--- config.mk ---
export PLATFORM = sky130hd
export DESIGN_NAME = gestor_acesso
export DESIGN_NICKNAME = d
export VERILOG_FILES = /design/src/rtl/gestor_acesso.sv
export SDC_FILE = /design/constraint.sdc
export NUM_CORES = 1
export LEC_CHECK = 0
export ABC_AREA = 1
export CAP_MARGIN = 10
export CORE_ASPECT_RATIO = 0.9
export CORE_MARGIN = 2
export CORE_UTILIZATION = 42
export DETAILED_ROUTE_END_ITERATION = 12
export PLACE_DENSITY = 0.67
export SETUP_SLACK_MARGIN = 0.3
export SYNTH_ARGS = -nofsm -noshare
export SYNTH_HDL_FRONTEND = slang
export SYNTH_SLANG_ARGS = --single-unit
--- constraint.sdc ---
create_clock -name clk -period 4.7 [get_ports clk]
set_input_delay 0.94 -clock clk [delete_from_list [all_inputs] [get_ports clk]]
set_output_delay 0.94 -clock clk [all_outputs]
set_load 0.05 [all_outputs]
--- src/rtl/gestor_acesso.sv ---
// gestor_acesso -- parking access controller.
//
// Purpose: validates an access code, opens the entry gate for one vehicle,
// keeps the occupied-space count and drives a one-hot display request.
//
// Ports:
//   clk             system clock, all state on its rising edge
//   rst_n           asynchronous active-low reset
//   senha[3:0]      code switches, sampled when a confirm event is acted on
//   btn_confirma    asynchronous confirm button (active high)
//   sensor_entrada  asynchronous entry-gate vehicle sensor (active high)
//   sensor_saida    asynchronous exit vehicle sensor (active high)
//   palavra_index   one-hot display: bit0 CHEIO, bit1 LIBERADO, bit2 PARE, bit3 ERRO
//   cancela         gate open
//   vagas_ocupadas  occupied-space count
//
// Optional feature: define BLOQUEIO_TENTATIVAS_EN to add a lockout state
// entered on the third consecutive wrong code. Without it every wrong code
// gives a plain ERRO window and no attempt counter exists.
//
// States:
//   state    | meaning
//   OCIOSO   | idle, waiting for a code (PARE)
//   LIBERADO | gate open, waiting for a vehicle or timeout
//   ERRO     | wrong code shown for TEMPO_ERRO cycles
//   CHEIO    | parking full, leaves when a space frees
//   BLOQUEIO | lockout after repeated wrong codes (optional)

module gestor_acesso #(
   parameter int          VAGAS_MAX       = 9,
   parameter logic [3:0]  SENHA           = 4'b1010,
   parameter int          TEMPO_LIBERADO  = 1000,
   parameter int          TEMPO_ERRO      = 500,
   parameter int          BLOQUEIO_CICLOS = 2000
) (
   input  logic       clk,
   input  logic       rst_n,
   input  logic [3:0] senha,
   input  logic       btn_confirma,
   input  logic       sensor_entrada,
   input  logic       sensor_saida,
   output logic [3:0] palavra_index,
   output logic       cancela,
   output logic [3:0] vagas_ocupadas
);

   localparam int T_A   = (TEMPO_LIBERADO > TEMPO_ERRO) ? TEMPO_LIBERADO : TEMPO_ERRO;
   localparam int T_MAX = (T_A > BLOQUEIO_CICLOS) ? T_A : BLOQUEIO_CICLOS;
   localparam int TW    = $clog2(T_MAX + 1);

   localparam logic [3:0] VMAX = 4'(VAGAS_MAX);

   localparam logic [3:0] PAL_CHEIO    = 4'b0001;
   localparam logic [3:0] PAL_LIBERADO = 4'b0010;
   localparam logic [3:0] PAL_PARE     = 4'b0100;
   localparam logic [3:0] PAL_ERRO     = 4'b1000;

   // Timers count down from length-1 so a state lasts exactly its length.
   localparam logic [TW-1:0] CARGA_LIB  = TW'(TEMPO_LIBERADO - 1);
   localparam logic [TW-1:0] CARGA_ERRO = TW'(TEMPO_ERRO - 1);
`ifdef BLOQUEIO_TENTATIVAS_EN
   localparam logic [TW-1:0] CARGA_BLOQ = TW'(BLOQUEIO_CICLOS - 1);

   typedef enum logic [2:0] {
      OCIOSO, LIBERADO, ERRO, CHEIO, BLOQUEIO
   } estado_t;
`else
   typedef enum logic [1:0] {
      OCIOSO, LIBERADO, ERRO, CHEIO
   } estado_t;
`endif

   estado_t         estado;
   logic [TW-1:0]   timer;
   logic [3:0]      vagas_nxt;
`ifdef BLOQUEIO_TENTATIVAS_EN
   logic [1:0]      tentativas;
`endif

   // Synchronizers: bit0 confirm, bit1 entry, bit2 exit.
   logic [2:0] sinc_a, sinc_b, sinc_d;
   logic [2:0] evento;
   logic       ev_conf, ev_ent, ev_sai;

   always_ff @(posedge clk or negedge rst_n) begin
      if (!rst_n) begin
         sinc_a <= '0;
         sinc_b <= '0;
         sinc_d <= '0;
      end else begin
         sinc_a <= {sensor_saida, sensor_entrada, btn_confirma};
         sinc_b <= sinc_a;
         sinc_d <= sinc_b;
      end
   end

   assign evento  = sinc_b & ~sinc_d;
   assign ev_conf = evento[0];
   assign ev_ent  = evento[1];
   assign ev_sai  = evento[2];

   // An entry together with an exit in LIBERADO cancels out; exits at 0 are dropped.
   always_comb begin
      vagas_nxt = vagas_ocupadas;
      if (estado == LIBERADO && ev_ent) begin
         if (!ev_sai)
            vagas_nxt = vagas_ocupadas + 4'd1;
      end else if (ev_sai && vagas_ocupadas != 4'd0) begin
         vagas_nxt = vagas_ocupadas - 4'd1;
      end
   end

   always_ff @(posedge clk or negedge rst_n) begin
      if (!rst_n) begin
         estado         <= OCIOSO;
         palavra_index  <= PAL_PARE;
         cancela        <= 1'b0;
         vagas_ocupadas <= 4'd0;
         timer          <= '0;
`ifdef BLOQUEIO_TENTATIVAS_EN
         tentativas     <= 2'd0;
`endif
      end else begin
         vagas_ocupadas <= vagas_nxt;
         case (estado)
            OCIOSO: begin
               if (vagas_ocupadas == VMAX) begin
                  estado        <= CHEIO;
                  palavra_index <= PAL_CHEIO;
               end else if (ev_conf) begin
                  if (senha == SENHA) begin
                     estado        <= LIBERADO;
                     palavra_index <= PAL_LIBERADO;
                     cancela       <= 1'b1;
                     timer         <= CARGA_LIB;
`ifdef BLOQUEIO_TENTATIVAS_EN
                     tentativas    <= 2'd0;
`endif
                  end else begin
`ifdef BLOQUEIO_TENTATIVAS_EN
                     if (tentativas != 2'd3)
                        tentativas <= tentativas + 2'd1;
                     if (tentativas >= 2'd2) begin
                        estado        <= BLOQUEIO;
                        palavra_index <= PAL_ERRO;
                        timer         <= CARGA_BLOQ;
                     end else begin
                        estado        <= ERRO;
                        palavra_index <= PAL_ERRO;
                        timer         <= CARGA_ERRO;
                     end
`else
                     estado        <= ERRO;
                     palavra_index <= PAL_ERRO;
                     timer         <= CARGA_ERRO;
`endif
                  end
               end
            end
            LIBERADO: begin
               // Entry is checked before the timeout so a car at the last cycle counts.
               if (ev_ent) begin
                  cancela <= 1'b0;
                  if (vagas_nxt == VMAX) begin
                     estado        <= CHEIO;
                     palavra_index <= PAL_CHEIO;
                  end else begin
                     estado        <= OCIOSO;
                     palavra_index <= PAL_PARE;
                  end
               end else if (timer == '0) begin
                  estado        <= OCIOSO;
                  palavra_index <= PAL_PARE;
                  cancela       <= 1'b0;
               end else begin
                  timer <= timer - 1'b1;
               end
            end
            ERRO: begin
               if (timer == '0) begin
                  estado        <= OCIOSO;
                  palavra_index <= PAL_PARE;
               end else begin
                  timer <= timer - 1'b1;
               end
            end
            CHEIO: begin
               if (vagas_nxt < VMAX) begin
                  estado        <= OCIOSO;
                  palavra_index <= PAL_PARE;
               end
            end
`ifdef BLOQUEIO_TENTATIVAS_EN
            BLOQUEIO: begin
               if (timer == '0) begin
                  estado        <= OCIOSO;
                  palavra_index <= PAL_PARE;
                  tentativas    <= 2'd0;
               end else begin
                  timer <= timer - 1'b1;
               end
            end
`endif
            default: begin
               estado        <= OCIOSO;
               palavra_index <= PAL_PARE;
               cancela       <= 1'b0;
            end
         endcase
      end
   end

endmodule

==> results.py <==
metrics = {
    "setup_path": {
        "required_ps": 3760,
        "start_kind": "flip-flop",
        "r2r_cells": 14,
        "path_cells": "clkdlybuf4s50_1",
        "crit_cells": 1,
        "slowest_stage": "clkdlybuf4s50_1",
        "crit_buf_inv": 1,
        "cp-startpoint": "vagas_ocupadas[2]$_DFF_PN0_",
        "slowest_delay_ps": 870,
        "cp-end-kind": "primary output",
        "reg2reg_from": "estado[0]$_DFFE_PN0P_",
        "reg2reg_slack_ps": 2560,
        "cp.arrival_ps": 1720,
        "rr_endpoint": "timer[7]$_DFFE_PN0P_",
        "cp-endpoint": "vagas_ocupadas[2]",
        "path_class": "reg2out",
        "path_delay_family": "buffers and inverters",
        "worstPathMaxFanout": 9,
    },
    "floorplan": {
        "core_um2": 4160,
        "dieHeight_um": 66.8,
        "die-area_um2": 4930,
        "start_util_pct": 44.3,
        "dieWidth_um": 73.8,
        "io_pins": 18,
        "row_count": 22,
    },
    "finish": {
        "fin_cells": 315,
        "n_antenna_cell": 0,
        "fin_util_pct": 52.1,
        "fillers": 402,
        "design_area_um2": 2170,
        "drive_gt1_share_pct": 17.6,
        "fin_nets": 271,
        "syn_to_final_growth_pct": 17.5,
    },
    "global_routing": {
        "antenna_found_initial": 0,
        "grt_overflow_total": 0,
        "grt_pass1_wl_um": 6280,
        "use_met3_pct": 4.08,
        "top_usage_layer": "met2",
        "grt_max_degree": 32,
        "grtUsageTotal_pct": 17.2,
        "grtUsageMet1_pct": 24.2,
        "grt_pass1_vias": 1378,
        "global_route.usage.met2_pct": 24.6,
    },
    "status": {
        "status": "completed",
    },
    "cts": {
        "cts_root_buf": "clkbuf_8",
        "cts_max_level": 2,
        "postCtsHoldBufs": 0,
        "tritoncts": "yes",
        "clkTransAtPathRegs_ps": 70,
        "clk_latency_ps": 290,
        "cts_buffers": 5,
        "clock_sinks": 31,
        "cts_setup_buffers": 0,
        "clockBufferDepth": 2,
        "cts-resized-gates": 0,
    },
    "synthesis": {
        "synth_edf_count": 0,
        "ys_seq_area_share_pct": 42.2,
        "synth_area_per_cell_um2": 7.94,
        "synthCells": 232,
        "synth_async_sr_flop_share_pct": 100,
        "syn_nets": 249,
        "ys.flop_type": "dfrtp_1",
        "yosysWarnings": 0,
        "synth_cell_types": 31,
        "ys_ff_latch": 31,
        "synth.cell_area_um2": 1840,
    },
    "run": {
        "maxCapViolCount": 0,
    },
    "sta": {
        "finalCritPeriodShare_pct": 56.6,
        "timing.final.crit_period_ps": 2660,
        "finalHoldViolCount": 0,
        "final-setup-viol-count": 0,
        "slew_headroom_pct": 66.2,
        "max_freq_ghz": 0.376,
        "skew_ps": 4.20,
        "fin_setup_tns_ps": 0,
        "slew_viol_final": 0,
        "worst_slew_pin_slew_ps": 501,
        "grt_setup_unrepaired": "false",
    },
    "place": {
        "gp_congestion": 0.775,
        "dpl.hpwl_um": 2590,
        "numPortBuffers": 17,
        "dp.cells": 307,
        "place_area_um2": 2070,
    },
    "detailed_routing": {
        "vias_per_cell": 4.75,
        "drt-pass1-iter-count": 4,
        "vias": 1496,
        "finalWirelength_um": 3480,
        "drt_iter0_drc": 109,
        "drc_errors": 0,
        "drt-wirelength-per-cell_um": 11.0,
        "ant_nets": 0,
    },
    "power_and_ir_drop": {
        "powerDensity_nw_per_um2": 686,
        "power_w": 0.00148,
        "ir_worst_vdd_uv": 258,
        "p_leak_nw": 1.03,
    },
    "hold_path": {
        "min_path_type": "reg2reg",
    },
}
## synth_stat cells, drive strengths merged (3+ instances only)
cell type | number | area (um^2)
inv | 34 | 128
a31oi | 3 | 18.8
a21oi | 15 | 86.3
nand3 | 18 | 118
nand3b | 3 | 22.5
buf | 3 | 23.8
ha | 8 | 100
nor2 | 24 | 133
o21ai | 18 | 93.8
dfrtp | 30 | 751
nand2 | 65 | 274
## report_power, final
group | internal (W) | switching [W] | total (W)
Sequential | 0.000349 | 0.0000820 | 0.000431
Combinational | 0.000298 | 0.000537 | 0.000834
Clock | 0.000106 | 0.000113 | 0.000219
## placed cells by master (no fill, tap or decap), drive strengths merged, types with 3 or more instances in the layout
master | Yosys | routed
nand2 | 65 | 65
inv | 34 | 34
dfrtp | 30 | 30
nor2 | 24 | 24
nand3 | 18 | 18
o21ai | 18 | 18
clkdlybuf4s50 | 0 | 17
a21oi | 15 | 15
ha | 8 | 8
clkbuf | 0 | 5
nand3b | 3 | 3
a31oi | 3 | 3
## layer usage
metal	share of wire [%]	routed length, um
met4	2.2	78
met5	0	0
met3	4.7	162
met1	49	1700
met2	44	1540
## final cells by class
type / count / area, um^2 / share of cell area (%)
clock buffer: 5 / 68.8 / 3.18
clock inverter: 3 / 25.0 / 1.16
timing repair buffer: 18 / 178 / 8.20
inverter: 34 / 128 / 5.89
sequential: 31 / 777 / 35.9
multi-input combinational: 164 / 915 / 42.2
tap: 60 / 75.1 / 3.47
## worst min path at each step
stage,startpoint,endpoint,slack [ps],cells past startpoint
4_1_cts,sinc_a[0]$_DFF_PN0_,sinc_b[0]$_DFF_PN0_,350,0
2_1_floorplan,sinc_a[0]$_DFF_PN0_,sinc_b[0]$_DFF_PN0_,330,0
6_report,sinc_a[2]$_DFF_PN0_,sinc_b[2]$_DFF_PN0_,350,0
3_5_place_dp,sinc_a[0]$_DFF_PN0_,sinc_b[0]$_DFF_PN0_,330,0
5_1_grt,sinc_a[0]$_DFF_PN0_,sinc_b[0]$_DFF_PN0_,360,0
3_3_place_gp,sinc_a[2]$_DFF_PN0_,sinc_b[2]$_DFF_PN0_,330,0
## cell families (layout without fill, tap and decap cells)
family / after synthesis / count (layout) / share of synthesized area, %
compound gates: 39 / 39 / 12.0
xor+xnor: 2 / 2 / 0.951
fa+ha+maj: 8 / 8 / 5.43
buf+inv: 37 / 60 / 8.21
flops: 31 / 31 / 42.2
simple gates: 115 / 115 / 31.2
## through the flow
step	hold WS (ps)	worst slack, ps
4_1_cts	352	2040
2_1_floorplan	331	2670
3_5_place_dp	335	2320
5_1_grt	364	1980
6_report	350	2040
3_3_place_gp	332	2380
## sequential cells by signal, indices dropped and copies added, names as in the netlist
signal,cells
sinc_d,3
sinc_b,3
estado,2
palavra_index,4
vagas_ocupadas,4
sinc_a,3
cancela,1
timer,11
(Power assumes the default switching activity.)
